[src/rtl/ak16_pkg.sv]
// Definitions shared by the AK-16 boot loader, the CPU and their benches:
// loader FSM states, frame marker default, instruction width and HALT opcode.
package ak16_pkg;

  typedef enum logic [2:0] {
    ST_IDLE,
    ST_LEN,
    ST_DATA_HI,
    ST_DATA_LO,
    ST_CHK,
    ST_DONE,
    ST_ERR
  } loader_state_t;

  localparam logic [7:0]  SYNC_BYTE_DEF = 8'hA5;
  localparam int          INSTR_W       = 16;
  localparam logic [15:0] HALT_OP       = 16'h0F00;

endpackage

[src/rtl/cpu_prog_loader.sv]
// Boot loader: frames a byte stream into big-endian 16-bit words written to imem from address 0,
// holding the CPU in reset until the frame completes. Define LOADER_CHECKSUM_EN to require a trailing XOR byte.
module cpu_prog_loader
  import ak16_pkg::*;
#(
  parameter int         ADDR_W    = 8,
  parameter logic [7:0] SYNC_BYTE = SYNC_BYTE_DEF
) (
  input  logic               clk,
  input  logic               rst,
  input  logic               start,
  input  logic               in_valid,
  input  logic [7:0]         in_data,
  output logic               in_ready,
  output logic               imem_we,
  output logic [ADDR_W-1:0]  imem_addr,
  output logic [INSTR_W-1:0] imem_wdata,
  output logic               cpu_rst_hold,
  output logic               done,
  output logic               err
);

  loader_state_t     state;
  logic [7:0]        n_len;
  logic [7:0]        hi_byte;
  logic [ADDR_W-1:0] count;
`ifdef LOADER_CHECKSUM_EN
  logic [7:0]        chk;
`endif

  logic xfer;
  logic last_word;

  assign xfer      = in_valid & in_ready;
  assign last_word = (count == ADDR_W'(n_len - 8'd1));

  // NOTE: every register here uses <= so all of them see the pre-edge values of
  // state/count/hi_byte; blocking assignments would let later lines see updated values.
  always_ff @(posedge clk or posedge rst) begin
    if (rst) begin
      state        <= ST_IDLE;
      in_ready     <= 1'b0;
      imem_we      <= 1'b0;
      imem_addr    <= '0;
      imem_wdata   <= '0;
      cpu_rst_hold <= 1'b1;
      done         <= 1'b0;
      err          <= 1'b0;
      n_len        <= '0;
      hi_byte      <= '0;
      count        <= '0;
`ifdef LOADER_CHECKSUM_EN
      chk          <= '0;
`endif
    end else begin
      // Write strobe is a single-cycle pulse; ready is withdrawn only on entry to DONE.
      imem_we  <= 1'b0;
      in_ready <= 1'b1;

      if (start && state != ST_IDLE) begin
        state        <= ST_IDLE;
        done         <= 1'b0;
        cpu_rst_hold <= 1'b1;
        err          <= 1'b0;
      end else begin
        unique case (state)
          ST_IDLE: begin
            if (xfer && in_data == SYNC_BYTE) state <= ST_LEN;
          end

          ST_LEN: begin
            if (xfer) begin
              if (in_data == 8'd0) begin
                state <= ST_ERR;
                err   <= 1'b1;
              end else begin
                n_len <= in_data;
                count <= '0;
`ifdef LOADER_CHECKSUM_EN
                chk   <= '0;
`endif
                state <= ST_DATA_HI;
              end
            end
          end

          ST_DATA_HI: begin
            if (xfer) begin
              hi_byte <= in_data;
`ifdef LOADER_CHECKSUM_EN
              chk     <= chk ^ in_data;
`endif
              state   <= ST_DATA_LO;
            end
          end

          ST_DATA_LO: begin
            if (xfer) begin
              imem_we    <= 1'b1;
              imem_addr  <= count;
              imem_wdata <= {hi_byte, in_data};
              count      <= count + 1'b1;
`ifdef LOADER_CHECKSUM_EN
              chk        <= chk ^ in_data;
              state      <= last_word ? ST_CHK : ST_DATA_HI;
`else
              if (last_word) begin
                state    <= ST_DONE;
                in_ready <= 1'b0;
              end else begin
                state    <= ST_DATA_HI;
              end
`endif
            end
          end

`ifdef LOADER_CHECKSUM_EN
          ST_CHK: begin
            if (xfer) begin
              if (in_data == chk) begin
                state    <= ST_DONE;
                in_ready <= 1'b0;
              end else begin
                state    <= ST_ERR;
                err      <= 1'b1;
              end
            end
          end
`endif

          ST_DONE: begin
            // Status flags follow one cycle after entry; leaving DONE needs start.
            in_ready     <= 1'b0;
            done         <= 1'b1;
            cpu_rst_hold <= 1'b0;
          end

          ST_ERR: begin
            if (xfer && in_data == SYNC_BYTE) begin
              state <= ST_LEN;
              err   <= 1'b0;
            end
          end

          default: state <= ST_IDLE;
        endcase
      end
    end
  end

endmodule

[config.mk]
export PLATFORM = sky130hd
export DESIGN_NAME = cpu_prog_loader
export DESIGN_NICKNAME = d
export VERILOG_FILES = /design/src/rtl/ak16_pkg.sv /design/src/rtl/cpu_prog_loader.sv
export SDC_FILE = /design/constraint.sdc
export NUM_CORES = 1
export LEC_CHECK = 0
export BUFFER_PORTS_ARGS = -buffer_cell sky130_fd_sc_hd__buf_4
export CAP_MARGIN = 20
export CELL_PAD_IN_SITES_DETAIL_PLACEMENT = 0
export CELL_PAD_IN_SITES_GLOBAL_PLACEMENT = 1
export CORE_MARGIN = 5
export CORE_UTILIZATION = 30
export DETAILED_ROUTE_END_ITERATION = 6
export PLACE_DENSITY = 0.6
export SLEW_MARGIN = 20
export SYNTH_ARGS = -nofsm -noshare
export SYNTH_HDL_FRONTEND = slang
export SYNTH_SLANG_ARGS = --single-unit
[constraint.sdc]
create_clock -name clk -period 2.41 [get_ports clk]
set_input_delay 0.482 -clock clk [delete_from_list [all_inputs] [get_ports clk]]
set_output_delay 0.482 -clock clk [all_outputs]
set_load 0.02 [all_outputs]
==> impl_metrics.tcl <==
set metrics [dict create \
    synth-adder-area-share 0.00900 \
    synthDominantAreaCellType "sky130_fd_sc_hd__dfrtp_1" \
    crit_path_start "n_len[0]" \
    synth-compound-area-share 0.115 \
    synth_edf_count 0 \
    synth_top_family_by_area "simple AND/OR/NAND/NOR gates" \
    clkLatencyLatePin_ns 0.31 \
    synth_area_mm2 0.00278 \
    tightestPinTransition_ns 0.439 \
    cts.sink_count 56 \
    grt_pass1_vias 2168 \
    ioPinCount 41 \
    vias 2130 \
    initial_core_util 0.304 \
    syn_avg_cell_area_um2 9.83 \
    pleak_nw 1.57 \
    ys_types 50 \
    grt_antenna_before_repair 0 \
    htree_levels 2 \
    synth_seq_cells 56 \
    drcViolationCount 0 \
    dp_hpwl_um 4690 \
    required_ns 2.64 \
    r2r-end "state[0]" \
    report.final.setup_viol 0 \
    rsz0062_at_grt "no" \
    multiplexer_fraction_of_the_synthesized_cell_area 0.0567 \
    worst-r2r-setup-slack_ns 0.19 \
    cp-start-kind "register" \
    wl_um 6540 \
    yosys.area_share.xor_xnor 0.0472 \
    fmax_mhz 451 \
    detail_route.iter0.violations 100 \
    design_area_mm2 0.00334 \
    crit-reg2reg-launch "n_len[0]" \
    dpl-instance-area_mm2 0.00325 \
    fp.dieH_um 106 \
    final_max_slew_viol_count 0 \
    netlist_top_cells_area "sky130_fd_sc_hd__dfrtp_1 (49%), sky130_fd_sc_hd__nand2_1 (11%), sky130_fd_sc_hd__mux2_2 (5.7%)" \
    worst_setup_path_end_kind "register" \
    drv.max_cap_violation_count 0 \
    reg2reg_depth 8 \
    synth-seq-area-share 0.504 \
    timing.max_slew.rel_slack 0.705 \
    io_buffers 40 \
    ant_nets 0 \
    num_rows 35 \
    ys.warnings.count 0 \
    fin_util 0.364 \
    core_region_area_mm2 0.00915 \
    asr_flop_ratio_synth 1.00 \
    holdWs_ns 0.207 \
    clk_path_buf_depth 2 \
    drt-wirelength-per-cell_um 14.9 \
    worst_ir_drop_vdd_uv 514 \
    fp.dieW_um 106 \
    area_share_of_and_or_nand_nor_cells_after_synthesis 0.233 \
    grt_usage 0.121 \
    clock_tree.root_cell "sky130_fd_sc_hd__clkbuf_8" \
    crit_fanout 6 \
    worst_hold_path_type "input port to asynchronous set/reset pin" \
    drt_pre_antenna_iters 4 \
    final.setup.tns_ns 0 \
    worstSetupPathType "register to register" \
    net_count_final 342 \
    arrival_time_of_the_worst_setup_path_ns 2.45 \
    mappedNetlistNets 297 \
    ctsResizeCount 0 \
    pwr_density_cell_mw_per_mm2 1090 \
    syn_inst 283 \
    first_pass_grt_wire_length_um 11000 \
    status "finished, final reports clean" \
    final.min_clock_period_ns 2.22 \
    post_cts_buffers 0 \
    skew_ns 0.0146 \
    antenna_diode_instance_count 0 \
    netlist.area_leader.share 0.495 \
    final-hold-violation-count 0 \
    area.growth.synth_to_final_pct 19.9 \
    routabilityCongestion 0.818 \
    dieArea_mm2 0.0113 \
    tritoncts.num_buffers 5 \
    viasPerCell 4.84 \
    finalCritPeriodShare 0.921 \
    grt_max_degree 57 \
    main_flop_type_after_synthesis "sky130_fd_sc_hd__dfrtp_1" \
    mostFrequentLayoutCell "sky130_fd_sc_hd__nand2_1" \
    globalRouteOverflowTotal 0 \
    cts_tree "built" \
    cts.clk_slew.worst_paths_ns 0.11 \
    final_layout_size_suffix_gt1_frac 0.261 \
    post_cts_hold_buffer_count 0 \
    mostFrequentLayoutCells "sky130_fd_sc_hd__nand2_1 (82), sky130_fd_sc_hd__dfrtp_1 (55), sky130_fd_sc_hd__buf_4 (48)" \
]
[final cells by class]
| class | count | area, um2 |
|---|---|---|
| Clock buffer | 6 | 72.6 |
| Sequential cell | 56 | 1400 |
| Tap cell | 111 | 139 |
| Multi-Input combinational cell | 205 | 1280 |
| Fill cell | 938 | 5820 |
| Inverter | 11 | 41.3 |
| Clock inverter | 2 | 17.5 |
| Timing Repair Buffer | 49 | 380 |
[kinds of logic (layout without fill, tap and decap cells)]
| group | count (synthesis) | in the layout |
|---|---|---|
| DFF | 56 | 56 |
| muxes | 14 | 14 |
| xor gates and xnor gates | 15 | 15 |
| adders and majority gates | 2 | 2 |
| AOI/OAI and AO/OA | 38 | 38 |
| and+or+nand+nor | 136 | 136 |
| buffers and inverters | 22 | 68 |
[synth_stat cells (all sizes together) (3+ instances only)]
master / number
a2111oi: 3
a21oi: 6
and2: 3
buf: 6
clkbuf: 5
dfrtp: 55
inv: 11
mux2: 14
nand2: 82
nand3: 5
nand4: 5
nor2: 14
nor3: 9
nor4: 4
o21ai: 10
o21bai: 3
o31ai: 3
xnor2: 10
xor2: 5
[per-stage QoR]
stage	worst slack, ns	instances	power (mW)
2_1_floorplan	0.267	283	2.58
3_3_place_gp	0.282	432	3.10
3_5_place_dp	0.217	432	3.12
4_1_cts	0.174	440	3.68
5_1_grt	0.0437	440	3.90
6_report	0.191	440	3.63
[worst max-delay path, stage by stage (launching register included)]
cell and delay (ns):
sky130_fd_sc_hd__dfrtp_1 0.45, sky130_fd_sc_hd__inv_1 0.09, sky130_fd_sc_hd__ha_1 0.21, sky130_fd_sc_hd__o21bai_1 0.17, sky130_fd_sc_hd__a2111oi_2 0.42, sky130_fd_sc_hd__a311oi_2 0.09, sky130_fd_sc_hd__a2111oi_4 0.40, sky130_fd_sc_hd__a21oi_1 0.13
sky130_fd_sc_hd__o31ai_2 0.18
[worst max path at each step]
stage	depth (start not counted)	end	slack (ns)
global placement	8	state[0]	0.28
CTS	8	state[0]	0.17
floorplan	9	state[0]	0.27
detailed placement	8	state[0]	0.22
finish	8	state[0]	0.19
global route	8	state[0]	0.04
[power by group]
| part | switching, mW | total (mW) | internal, mW |
|---|---|---|---|
| combinational | 0.810 | 1.51 | 0.700 |
| clock | 0.334 | 0.548 | 0.214 |
| sequential | 0.293 | 1.57 | 1.28 |
| total | 1.44 | 3.63 | 2.19 |
[sequential cells by signal (all words and copies together), names as in the netlist, 3 cells and up]
register	cells
state	3
hi_byte	8
count	8
n_len	8
imem_wdata	16
imem_addr	8
[routing by layer]
| layer | vias up | part of all wire | global-route usage |
|---|---|---|---|
| met1 | 1030 | 0.49 | 0.167 |
| met4 | 0 | 0.019 | 0.0500 |
| met2 | 38 | 0.46 | 0.188 |
| li1 | 1052 | - | - |
| met3 | 10 | 0.026 | 0.0188 |
| met5 | - | 0 | 0 |
No activity file was read; power rests on OpenSTA's default activity.
